==> src/rtl/mul_accum.sv <==
// mul_accum: sums SIZE 64-bit partial products LANES per cycle, sign-corrects the total and
// returns the selected 32-bit half. Define MUL_ACCUM_DROP_CNT_EN to enable the dropped-start counter.
module mul_accum #(
    parameter int SIZE  = 16,
    parameter int LANES = 4
) (
    input  logic                clk,
    input  logic                rst,
    input  logic                start_i,
    input  logic [64*SIZE-1:0]  partial_i,
    input  logic [1:0]          sign_i,
    input  logic                higher_i,
    output logic                ready_o,
    output logic                valid_o,
    output logic [31:0]         result_o,
    output logic [7:0]          drop_cnt_o
);
    localparam int GROUPS = SIZE / LANES;
    localparam int GW     = (GROUPS > 1) ? $clog2(GROUPS) : 1;
    localparam logic [GW-1:0] GRP_LAST = GW'(GROUPS - 1);

    typedef enum logic [1:0] {
        IDLE = 2'd0,
        ACC  = 2'd1,
        FIN  = 2'd2
    } state_t;

    state_t               state_r;
    logic                 ready_r;
    logic                 valid_r;
    logic [31:0]          result_r;
    logic [63:0]          acc_r;
    logic [GW-1:0]        grp_r;
    logic [64*SIZE-1:0]   buf_r;
    logic [1:0]           sign_r;
    logic                 higher_r;
    logic [63:0]          grp_sum_s;
    logic [63:0]          prod_s;

    // Sum of the LANES buffered partials selected by the current group index.
    always_comb begin
        grp_sum_s = 64'd0;
        for (int l = 0; l < LANES; l++) begin
            grp_sum_s = grp_sum_s + buf_r[64*(LANES*int'(grp_r) + l) +: 64];
        end
    end

    // Two's-complement the magnitude when exactly one operand was negative.
    always_comb begin
        if (sign_r[1] ^ sign_r[0]) begin
            prod_s = ~acc_r + 64'd1;
        end else begin
            prod_s = acc_r;
        end
    end

    // Operation FSM: capture on start, accumulate GROUPS cycles, finish with a valid pulse.
    always_ff @(posedge clk) begin
        if (rst) begin
            state_r  <= IDLE;
            ready_r  <= 1'b1;
            valid_r  <= 1'b0;
            result_r <= 32'd0;
            acc_r    <= 64'd0;
            grp_r    <= {GW{1'b0}};
            buf_r    <= {(64*SIZE){1'b0}};
            sign_r   <= 2'b00;
            higher_r <= 1'b0;
        end else begin
            valid_r <= 1'b0;
            case (state_r)
                IDLE: begin
                    if (start_i) begin
                        buf_r    <= partial_i;
                        sign_r   <= sign_i;
                        higher_r <= higher_i;
                        acc_r    <= 64'd0;
                        grp_r    <= {GW{1'b0}};
                        ready_r  <= 1'b0;
                        state_r  <= ACC;
                    end
                end
                ACC: begin
                    acc_r <= acc_r + grp_sum_s;
                    if (grp_r == GRP_LAST) begin
                        grp_r   <= {GW{1'b0}};
                        state_r <= FIN;
                    end else begin
                        grp_r <= grp_r + 1'b1;
                    end
                end
                FIN: begin
                    result_r <= higher_r ? prod_s[63:32] : prod_s[31:0];
                    valid_r  <= 1'b1;
                    ready_r  <= 1'b1;
                    state_r  <= IDLE;
                end
                default: begin
                    ready_r <= 1'b1;
                    state_r <= IDLE;
                end
            endcase
        end
    end

    assign ready_o  = ready_r;
    assign valid_o  = valid_r;
    assign result_o = result_r;

`ifdef MUL_ACCUM_DROP_CNT_EN
    logic [7:0] drop_cnt_r;

    // Saturating count of start pulses that arrive while busy.
    always_ff @(posedge clk) begin
        if (rst) begin
            drop_cnt_r <= 8'd0;
        end else if (start_i && !ready_r && (drop_cnt_r != 8'hFF)) begin
            drop_cnt_r <= drop_cnt_r + 8'd1;
        end else begin
            drop_cnt_r <= drop_cnt_r;
        end
    end

    assign drop_cnt_o = drop_cnt_r;
`else
    assign drop_cnt_o = 8'd0;
`endif

endmodule

==> config.mk <==
export PLATFORM = sky130hd
export DESIGN_NAME = mul_accum
export DESIGN_NICKNAME = d
export VERILOG_FILES = /design/src/rtl/mul_accum.sv
export SDC_FILE = /design/constraint.sdc
export NUM_CORES = 2
export LEC_CHECK = 0
export ABC_CLOCK_PERIOD_IN_PS = 6400
export CAP_MARGIN = 10
export CORE_AREA = 10 10 406 408
export CTS_CLUSTER_DIAMETER = 40
export CTS_CLUSTER_SIZE = 12
export DETAILED_ROUTE_END_ITERATION = 12
export DIE_AREA = 0 0 416 418
export GPL_TIMING_DRIVEN = 0
export PLACE_DENSITY_LB_ADDON = 0.05
export SYNTH_ARGS = -nofsm -noshare
export SYNTH_HDL_FRONTEND = slang
export SYNTH_SLANG_ARGS = --single-unit
==> constraint.sdc <==
create_clock -name clk -period 6.4 [get_ports clk]
set_input_delay 1.28 -clock clk [delete_from_list [all_inputs] [get_ports clk]]
set_output_delay 1.28 -clock clk [all_outputs]
set_load 0.1 [all_outputs]
==> run metrics <==
Least-Margin Pin Slew=around 1.3 ns; Cells after Synth=between 6k and 7k; post-synthesis sequential element count=1129; All-Layer GR Usage=between 30% and 40%; post-synth cell types=between 70 and 80; CP max FO=10; Top FF cell, synth=dfxtp_1; largest cells by area after synthesis=dfxtp_1 41%, nand2_1 15%, a21oi_1 11%; final slew viol count=0; Layout area overhead=39.3%; clock-pin slew on the worst setup and hold paths=0.05 ns; PD cells=340 nW/um^2; Die Width=416 um; vias in the first global route=~54k; setup TNS=0 ns; DR WL/cell=27.9 um; full die area=174000 sq um; later-pin clock latency in the skew report=0.85 ns; Starting Density=between 30% and 40%; GRT Residual Overflow=0; Clock Path Buffers=3; Worst EP required=7.10 ns; iteration count of the initial detailed-routing pass=6; DR iter-0 viols=~4.7k; number of buffers created by CTS=between 150 and 200; Core Region=157000 sq um; final hold vios=0; VDD IR max=~0.31 mV; Post-synth top cells=2169 x nand2_1, 1167 x a21oi_1, 1129 x dfxtp_1; endpoint type of the worst setup path=register; drt drc=0; Core Rows=146; Mapped Area=55500 sq um; Tot Pwr=26.3 mW; Max-slew headroom=about 9.8%; leading area contributor after synthesis=dfxtp_1; Seq/Total Area, Yosys=40.8%; Yosys top cell area share=40.8%; # clock sinks=approximately 1.1k; DP Wirelength=234 mm; Via density=5.22; first-pass GRT wire length=398 mm; GPL Wtd Cong=0.912; Yosys warnings=0; initial antenna violation count=64; Leak Pwr=30.1 nW; fin nets=9312; die height=418 um; max_cap viols=0; syn avg cell area=8.24 sq um; CTS Hold Bufs=0; Worst Path Class, Setup=register to register; crit share post-route=between 90% and 100%; Worst EP arrival=~7 ns; pin count of the biggest net entering global routing=17; Hold WC Path Type=register to register; ratio of cells with drive above 1 in the final layout=under 10%; CTS H-tree lvls=4; Hold Slack=0.449 ns; EDFF count, synth=0; f_max=between 150 and 200 MHz; clk root buf=clkbuf_16; CP Launch Type=register; Max Clock Skew=approximately 0.043 ns; Final setup viols=0; number of I/O port buffers=approximately 1.1k; outcome=completed; top-count cell post-synth=nand2_1; WL final=288 mm; CTS tree=done; Detail Route Antenna Nets=0; Tmin final=6.25 ns; Ports=between 1k and 1.5k; Vias=53.9k; Async SR Flop Fraction=0%
[sequential cells by signal, indices dropped and copies added (netlist names)]
| name | flops |
|---|---|
| higher_r | 1 |
| sign_r | 2 |
| state_r | 2 |
| grp_r | 2 |
| result_o | 32 |
| valid_o | 1 |
| ready_o | 1 |
| acc_r | 64 |
| buf_r | 1024 |
[where the power goes]
part	total, mW	leakage (nW)	switching (mW)	internal [mW]
Combinational	6.78	17.3	4.19	2.60
Clock	11.7	3.54	4.18	7.49
Sequential	7.84	9.26	0.317	7.53
Total	26.3	30.1	8.69	17.6
[area by class of cell]
| class | count | area [sq um] |
|---|---|---|
| diodes | 40 | 100 |
| plain buffers | 473 | 2210 |
| clock buffers | 238 | 5420 |
| clock inverters | 137 | 1950 |
| fillers | 15700 | 79800 |
| inverters | 618 | 2320 |
| multi-input cells | 4516 | 28900 |
| flip-flops and latches | 1129 | 22600 |
| well taps | 2072 | 2590 |
| repair buffers | 1091 | 11200 |
[logic make-up after synthesis]
kind of cell,Yosys count,synth area share [%]
simple gates,2436,17.2
other cells,1,0.00676
fa+ha+maj,254,8.27
xor+xnor,122,1.93
flops,1129,40.8
buf+inv,1093,7.48
mux,256,10.4
compound gates,1440,14.0
[critical path, stage by stage, from the launching register on]
cell       delay, ns
dfxtp_2         0.43
clkbuf_16       0.27
buf_12          0.24
buf_2           0.35
mux4_2          0.27
inv_1           0.05
fa_1            0.50
inv_1           0.05
fa_1            0.47
inv_1           0.05
fa_1            0.47
inv_1           0.04
ha_1            0.38
and3_1          0.25
and3_1          0.22
nand4_1         0.18
o31ai_1         0.81
nand2_1         0.16
o211ai_1        0.16
a31oi_2         0.12
o221a_2         0.38
mux2i_1         0.12
nand3b_1        0.14
[path summary, 6_finish.rpt]
path | start | end | slack (ns) | cells after the start
max | grp_r[1] | acc_r[61] | 0.15 | 22
min | buf_r[630] | buf_r[630] | 0.45 | 2
max reg2reg | grp_r[1] | acc_r[61] | 0.15 | 22
min reg2reg | buf_r[630] | buf_r[630] | 0.45 | 2
[per-layer routing]
layer / vias to the layer above / wire (um) / part of all wire [%] / track usage (%)
met5: - / 218 / 0.076 / 0
met4: 32 / 12400 / 4.3 / 13.5
met3: 447 / 18400 / 6.4 / 6.16
met2: 2050 / 140000 / 49 / 54.5
met1: 26600 / 117000 / 41 / 38.9
li1: 24700 / - / - / -
[per-stage QoR]
step,util [%],setup slack [ns],std cells,area [sq um]
floorplan,-,0.299,6738,55500
CTS,49.0,0.00523,10300,76900
finish,49.2,0.147,10300,77300
detailed placement,44.1,-2.02,9893,69200
global placement,43.7,-3.07,9872,68700
global route,49.2,-0.0269,10300,77200
[what timing repair did]
item,CTS,global route
pin swaps,4,10
gates resized for setup,143,75
setup buffers,1,6
cloned,1,0
endpoints found under the setup margin,56,16
[cells in the final DEF (no fill, tap or decap), types with 34 or more instances in the layout]
cell type,n
inv_1,618
mux4_2,255
bufinv_16,34
clkbuf_1,383
clkdlybuf4s50_1,1062
a21oi_1,1163
diode_2,40
nor2_1,81
fa_1,188
xnor2_1,97
clkbuf_2,37
dfxtp_1,1127
a31oi_1,36
a21o_1,48
ha_1,61
o21ai_0,83
nand3_1,59
nand2_1,2169
clkbuf_16,206
Note: power is estimated with default switching activity, not from simulation.
